==> config.mk <==
export PLATFORM = sky130hd
export DESIGN_NAME = data_mem_sys
export DESIGN_NICKNAME = d
export VERILOG_FILES = /design/src/rtl/data_mem_pkg.sv /design/src/rtl/mmio_timer.sv /design/src/rtl/data_mem_sys.sv
export SDC_FILE = /design/constraint.sdc
export NUM_CORES = 2
export LEC_CHECK = 0
export CORE_MARGIN = 3
export CORE_UTILIZATION = 45
export DETAILED_ROUTE_END_ITERATION = 10
export GPL_ROUTABILITY_DRIVEN = 0
export PLACE_DENSITY = 0.59
export RECOVER_POWER = 50
export SETUP_SLACK_MARGIN = 0.3
export SYNTH_ARGS = -nofsm -noshare
export SYNTH_HDL_FRONTEND = slang
export SYNTH_SLANG_ARGS = --single-unit
==> constraint.sdc <==
create_clock -name clk -period 5.2 [get_ports clk]
set_input_delay 0.52 -clock clk [delete_from_list [all_inputs] [get_ports clk]]
set_output_delay 0.52 -clock clk [all_outputs]
set_load 0.05 [all_outputs]
==> src/rtl/data_mem_pkg.sv <==
// data_mem_pkg
//   Shared constants and types for the data-side memory subsystem:
//   MMIO base address, register offsets, CTRL bit positions and the
//   CMP reset value. Imported by mmio_timer and data_mem_sys.
package data_mem_pkg;

    localparam logic [31:0] MMIO_BASE = 32'h8000_0000;

    localparam logic [3:0] OFF_GPIO  = 4'h0;
    localparam logic [3:0] OFF_COUNT = 4'h4;
    localparam logic [3:0] OFF_CMP   = 4'h8;
    localparam logic [3:0] OFF_CTRL  = 4'hC;

    // Register select is the word index within the MMIO block.
    typedef enum logic [1:0] {
        REG_GPIO  = OFF_GPIO[3:2],
        REG_COUNT = OFF_COUNT[3:2],
        REG_CMP   = OFF_CMP[3:2],
        REG_CTRL  = OFF_CTRL[3:2]
    } mmio_reg_e;

    localparam int CTRL_EN   = 0;
    localparam int CTRL_AR   = 1;
    localparam int CTRL_FLAG = 2;
    localparam int CTRL_IE   = 3;

    localparam logic [31:0] CMP_RESET = 32'hFFFF_FFFF;

endpackage

==> src/rtl/mmio_timer.sv <==
// mmio_timer
//   Prescaled 32-bit timer with compare match and sticky interrupt flag.
//   Holds the prescaler, COUNT, CMP and CTRL registers.
// Ports
//   clk, rst   : clock, synchronous active-high reset
//   i_we       : write strobe for the selected timer register
//   i_sel      : register select (GPIO select is ignored here)
//   i_wdata    : write data
//   o_rdata    : read mux of the selected register (0 for GPIO)
//   o_irq      : flag & ie
module mmio_timer
    import data_mem_pkg::*;
#(
    parameter int PRESCALE = 1
) (
    input  logic        clk,
    input  logic        rst,
    input  logic        i_we,
    input  mmio_reg_e   i_sel,
    input  logic [31:0] i_wdata,
    output logic [31:0] o_rdata,
    output logic        o_irq
);

    localparam int PCNT_W = (PRESCALE > 1) ? $clog2(PRESCALE) : 1;
    localparam logic [PCNT_W-1:0] PCNT_LAST = PCNT_W'(PRESCALE - 1);
    localparam logic [PCNT_W-1:0] PCNT_ONE  = PCNT_W'(1);

    logic [PCNT_W-1:0] r_pcnt;
    logic [31:0]       r_count;
    logic [31:0]       r_cmp;
    logic              r_en;
    logic              r_autoreload;
    logic              r_flag;
    logic              r_ie;

    logic w_tick;
    logic w_match;
    logic w_wr_count;
    logic w_wr_cmp;
    logic w_wr_ctrl;

    assign w_tick     = r_en && (r_pcnt == PCNT_LAST);
    assign w_match    = w_tick && (r_count == r_cmp);
    assign w_wr_count = i_we && (i_sel == REG_COUNT);
    assign w_wr_cmp   = i_we && (i_sel == REG_CMP);
    assign w_wr_ctrl  = i_we && (i_sel == REG_CTRL);

    // NOTE: sequential state uses non-blocking assignments so every register
    // samples the pre-edge values of its neighbours.
    always_ff @(posedge clk) begin
        if (rst) begin
            r_pcnt       <= '0;
            r_count      <= '0;
            r_cmp        <= CMP_RESET;
            r_en         <= 1'b0;
            r_autoreload <= 1'b0;
            r_flag       <= 1'b0;
            r_ie         <= 1'b0;
        end else begin
            // Prescaler phase is independent of COUNT writes.
            if (!r_en || w_tick) r_pcnt <= '0;
            else                 r_pcnt <= r_pcnt + PCNT_ONE;

            // A software COUNT write wins over tick increment or reload.
            if (w_wr_count)
                r_count <= i_wdata;
            else if (w_tick)
                r_count <= (w_match && r_autoreload) ? 32'd0 : r_count + 32'd1;

            if (w_wr_cmp) r_cmp <= i_wdata;

            if (w_wr_ctrl) begin
                r_en         <= i_wdata[CTRL_EN];
                r_autoreload <= i_wdata[CTRL_AR];
                r_ie         <= i_wdata[CTRL_IE];
            end

            // Hardware set has priority over the write-1-to-clear.
            if (w_match)
                r_flag <= 1'b1;
            else if (w_wr_ctrl && i_wdata[CTRL_FLAG])
                r_flag <= 1'b0;
        end
    end

    // NOTE: every output of this combinational block gets a default first so
    // no path through the case can infer a latch.
    always_comb begin
        o_rdata = '0;
        unique case (i_sel)
            REG_COUNT: o_rdata = r_count;
            REG_CMP:   o_rdata = r_cmp;
            REG_CTRL:  o_rdata = {28'd0, r_ie, r_flag, r_autoreload, r_en};
            default:   o_rdata = '0;
        endcase
    end

    assign o_irq = r_flag & r_ie;

endmodule

==> src/rtl/data_mem_sys.sv <==
// data_mem_sys
//   Data-side memory subsystem for the single-cycle core: word-addressed
//   RAM (asynchronous read, write on edge) plus an MMIO block containing a
//   GPIO output register and the prescaled timer.
// Ports
//   clk, rst   : clock, synchronous active-high reset
//   dataadr    : byte address ([31]=0 RAM, [31]=1 MMIO; [1:0] ignored)
//   writedata  : store data
//   memwrite   : store strobe
//   readdata   : combinational load data
//   gpio_out   : GPIO output register
//   timer_irq  : timer interrupt (flag & ie)
module data_mem_sys
    import data_mem_pkg::*;
#(
    parameter int DEPTH_WORDS = 64,
    parameter int PRESCALE    = 1
) (
    input  logic        clk,
    input  logic        rst,
    input  logic [31:0] dataadr,
    input  logic [31:0] writedata,
    input  logic        memwrite,
    output logic [31:0] readdata,
    output logic [31:0] gpio_out,
    output logic        timer_irq
);

    localparam int AW = $clog2(DEPTH_WORDS);

    logic [31:0] r_ram [DEPTH_WORDS];
    logic [31:0] r_gpio;

    logic          w_is_mmio;
    logic          w_mmio_hit;
    logic          w_mmio_we;
    mmio_reg_e     w_sel;
    logic [AW-1:0] w_ram_idx;
    logic [31:0]   w_timer_rdata;
    logic          w_unused;

    assign w_is_mmio  = dataadr[31];
    // Only the 16-byte window at the base decodes; the rest of MMIO space reads 0.
    assign w_mmio_hit = (dataadr[31:4] == MMIO_BASE[31:4]);
    assign w_mmio_we  = memwrite && w_mmio_hit;
    assign w_sel      = mmio_reg_e'(dataadr[3:2]);
    // Upper address bits are dropped so RAM aliases across the low half.
    assign w_ram_idx  = dataadr[AW+1:2];
    assign w_unused   = ^dataadr[1:0];

    // NOTE: the RAM array has no reset so it maps onto plain memory; its
    // contents survive rst.
    always_ff @(posedge clk) begin
        if (memwrite && !w_is_mmio) r_ram[w_ram_idx] <= writedata;
    end

    always_ff @(posedge clk) begin
        if (rst)                                  r_gpio <= '0;
        else if (w_mmio_we && (w_sel == REG_GPIO)) r_gpio <= writedata;
    end

    mmio_timer #(
        .PRESCALE (PRESCALE)
    ) u_timer (
        .clk     (clk),
        .rst     (rst),
        .i_we    (w_mmio_we),
        .i_sel   (w_sel),
        .i_wdata (writedata),
        .o_rdata (w_timer_rdata),
        .o_irq   (timer_irq)
    );

    always_comb begin
        readdata = '0;
        if (!w_is_mmio)
            readdata = r_ram[w_ram_idx];
        else if (w_mmio_hit)
            readdata = (w_sel == REG_GPIO) ? r_gpio : w_timer_rdata;
    end

    assign gpio_out = r_gpio;

endmodule

==> summary.txt <==
Status
  • Status: complete, but fails checks
  • Failing checks: capacitance limit, slew limit

Global route
  • Total track usage: 0.2430
  • Vias in the first global route: 43,280
  • Maximum number of pins on one net before global-route repair: 69
  • Total gr overflow: 0
  • Initial antenna violation count: 13
  • First-pass GRT wire length: 331,200 um

CTS
  • Clock buffer count from CTS: 213
  • Clock sink total: ~2,100
  • Clock slew at reported path FFs: 0.06 ns
  • CTS tree: done
  • Clk buf depth: 3
  • H-Tree Depth: 4
  • CTS root buffer: clkbuf_16
  • Worst-Skew Late Latency: 0.84 ns
  • Post-CTS sizing: 0

Setup path
  • Register-to-Register Path Depth: 7
  • CP Launch Type: input pin
  • Slowest cell delay on critical path: between 1 and 1.5 ns
  • Worst Path Arrival: about 4.2 ns
  • Crit path launch: dataadr[5]
  • Crit path max fanout: 14
  • Worst setup endpoint: readdata[14]
  • RR Startpoint: u_timer.r_count[19]
  • Crit Path Category: in2out
  • Reg2reg setup slack: 2.19 ns
  • Critical path endpoint category: primary output
  • Worst Path Required: between 4 and 5 ns
  • Slowest stage cell, crit path: clkbuf_1
  • Ordered cell list for the critical path: buf_2 -> buf_4 -> nor2_1 -> nand2_1 -> clkbuf_1 -> a21oi_1 -> o211ai_1 -> nand3_1 -> o21bai_1 -> o221ai_1 -> buf_12
  • Reg-to-reg endpoint: u_timer.r_count[6]

Routing
  • Vias per inst: between 6 and 7
  • Initial DRC Count: between 5,000 and 6,000
  • WL final: about 230,000 um
  • Top Metal Used: met5
  • Metal2 WL: between 100,000 and 150,000 um
  • DRT antenna net count: 0
  • DRC Markers: 0
  • Wire per inst: ~33 um
  • Overall via count from detail_route: 43,791
  • Wire length on met3: ~18,000 um
  • Drt first pass iters: 7
  • Metal-1 WL: slightly below 100,000 um

Synthesis
  • Seq/Total Area, Yosys: 0.7603
  • Avg Cell Area, Syn: approximately 20 um^2
  • Top FF cell, synth: edfxtp_1
  • Post-synth EDFFs: around 2,000
  • Count of different cell masters after synthesis: 73
  • Flops & latches, synth: 2,149
  • Yosys warning count: 0
  • Area leader, netlist: edfxtp_1
  • Post-synthesis cell count: around 4,000
  • Top cell type's share of synthesized area: 0.7361
  • Post-synthesis async set-or-reset flop share: 0
  • Synth top area cells: edfxtp_1 (74%), mux4_2 (13%), dfxtp_1 (2.4%), mux2i_1 (1.5%), nor2_1 (0.75%)
  • Synthesized area: around 84,000 um^2
  • Syn nets: between 4,000 and 5,000

Layout
  • Post-route core utilization: 0.5224
  • Area growth syn-to-layout: 14.95%
  • Most frequent cells in the layout: edfxtp_1 (2,048), mux4_2 (491), clkbuf_16 (213)
  • Most common cell after layout, fill and taps aside: edfxtp_1
  • Non-Filler Instances: 7,098
  • FILL cells: 14,545
  • Final Net Count: between 4,000 and 5,000
  • Layout cells sized above 1: 0.2455

Floorplanning
  • Die height: between 400 and 500 um
  • Cell Rows: around 160
  • I/O pin cnt: roughly 130
  • Die X-Extent: about 440 um
  • Die area: around 190,000 um^2
  • Initial Util: 0.4544
  • Core ar.: 183,900 um^2

Hold path
  • Worst hold path class: reg2reg

Pwr
  • Sequential power share: 0.539
  • Logic gate share of total power: 0.054
  • Clock share of power: 0.407
  • Worst vdd ir: roughly 360 uV
  • P_leak: ~0.030 uW
  • Internal power: about 28,000 uW
  • Net Sw Frac: 0.2187
  • NetSw: about 7700 uW
  • Power Dens Cells: ~370 nW/um^2

STA
  • Slew HR: -1.431
  • Final setup violation count: 0
  • Final hold viol count: 0
  • Unrepaired setup endpoints after global routing: false
  • Slew @ Worst Pin: 3.647 ns
  • Final Cycle Share: 0.9148
  • Fmax: 210.2 MHz
  • Setup_tns: 0 ns
  • Max-slew violation count: about 2,200
  • Min Tclk post-route: roughly 4.8 ns
  • Clk_skew: roughly 0.0095 ns

Place
  • Placed cell count: roughly 6,700
  • Detailed Place HPWL: 140,500 um
  • IO buf count: about 130

Flow run
  • MaxCap Viol Count: 35
==> synth_stat cells, drive strengths merged, types with 6 or more instances <==
library cell,n
edfxtp,2048
mux4,491
nor2,167
nand2,153
buf,126
mux2i,125
clkbuf,115
a21oi,112
dfxtp,101
a22oi,76
o22ai,61
o21ai,57
nor2b,56
nand3,43
a211o,33
a31oi,30
nor3,28
nand4,27
o221ai,25
xnor2,25
nor4,20
a211oi,19
and3,19
a22o,16
mux2,15
a221oi,14
a221o,13
inv,10
xor2,9
and2,8
nand2b,8
o211ai,8
nor3b,7
a32oi,6
o22a,6
==> routing by layer <==
| metal | up-vias | track usage |
|---|---|---|
| li1 | 17905 | - |
| met1 | 23523 | 0.3512 |
| met2 | 1989 | 0.3874 |
| met3 | 370 | 0.04072 |
| met4 | 4 | 0.06256 |
| met5 | - | 0 |
==> logic make-up after synthesis <==
logic type,share of synthesized area
simple gates,0.03209
flops,0.7603
compound gates,0.04036
xor+xnor,0.003564
fa+ha+maj,0.0001497
other cells,0.00004488
buf+inv,0.01420
mux,0.1493
==> cell type report <==
| cell class | instances | area [um^2] | area share |
|---|---|---|---|
| inverter | 10 | 38.79 | 0.0004038 |
| clock inverter | 123 | 932.1 | 0.009705 |
| timing repair buffer | 375 | 3707 | 0.03860 |
| antenna | 2 | 5.005 | 0.00005211 |
| tap | 2464 | 3083 | 0.03210 |
| multi-input combinational | 1716 | 19240 | 0.2003 |
| sequential | 2149 | 63520 | 0.6614 |
| clock buffer | 259 | 5523 | 0.05750 |
==> worst max-delay path: cells and delay by family <==
family                 cells  cell delay, ns
buffers and inverters      4            2.09
and+or+nand+nor            3            0.67
AOI/OAI and AO/OA          4            0.90
==> timing repair <==
item | in CTS | in global routing
hold endpoints to repair | 4 | 0
hold buffers | 1 | 0
setup buffers | 0 | 0
==> state kept, by name (all words and copies together) (netlist names) <==
signal / cells
gpio_out: 32
r_ram: 2048
u_timer.r_autoreload: 1
u_timer.r_cmp: 32
u_timer.r_count: 32
u_timer.r_en: 1
u_timer.r_flag: 1
u_timer.r_ie: 1
u_timer.r_pcnt: 1
==> stage by stage <==
step           worst slack, ns  area (um^2)  hold WS, ns  total power (uW)
2_1_floorplan            1.442        83550       0.4416             20360
4_1_cts                 0.6887        96290       0.1911             35630
6_report                0.4431        96050       0.4764             35390
3_3_place_gp            0.6719        89830       0.4531             21300
3_5_place_dp            0.6899        89830       0.4660             21330
5_1_grt                 0.4515        96040       0.4848             36420
==> worst min-delay path by stage <==
stage                     slack, ns  cells after the start            from        endpoint
final                          0.48                      2    gpio_out[24]    gpio_out[24]
after global routing           0.48                      2    gpio_out[25]    gpio_out[25]
after CTS                      0.19                      3    writedata[4]     gpio_out[4]
after detailed placement       0.47                      2    gpio_out[24]    gpio_out[24]
after global placement         0.45                      2  u_timer.r_flag  u_timer.r_flag
after floorplan                0.44                      2  u_timer.r_flag  u_timer.r_flag
==> power groups by stage <==
stage	sequential (uW)	combinational, uW	clock, uW
2_1_floorplan	19400	974	0
3_3_place_gp	19400	1920	0
3_5_place_dp	19400	1940	0
4_1_cts	19000	1940	14700
5_1_grt	19100	2010	15300
6_report	19100	1910	14400
Note: power is estimated with default switching activity, not from simulation.
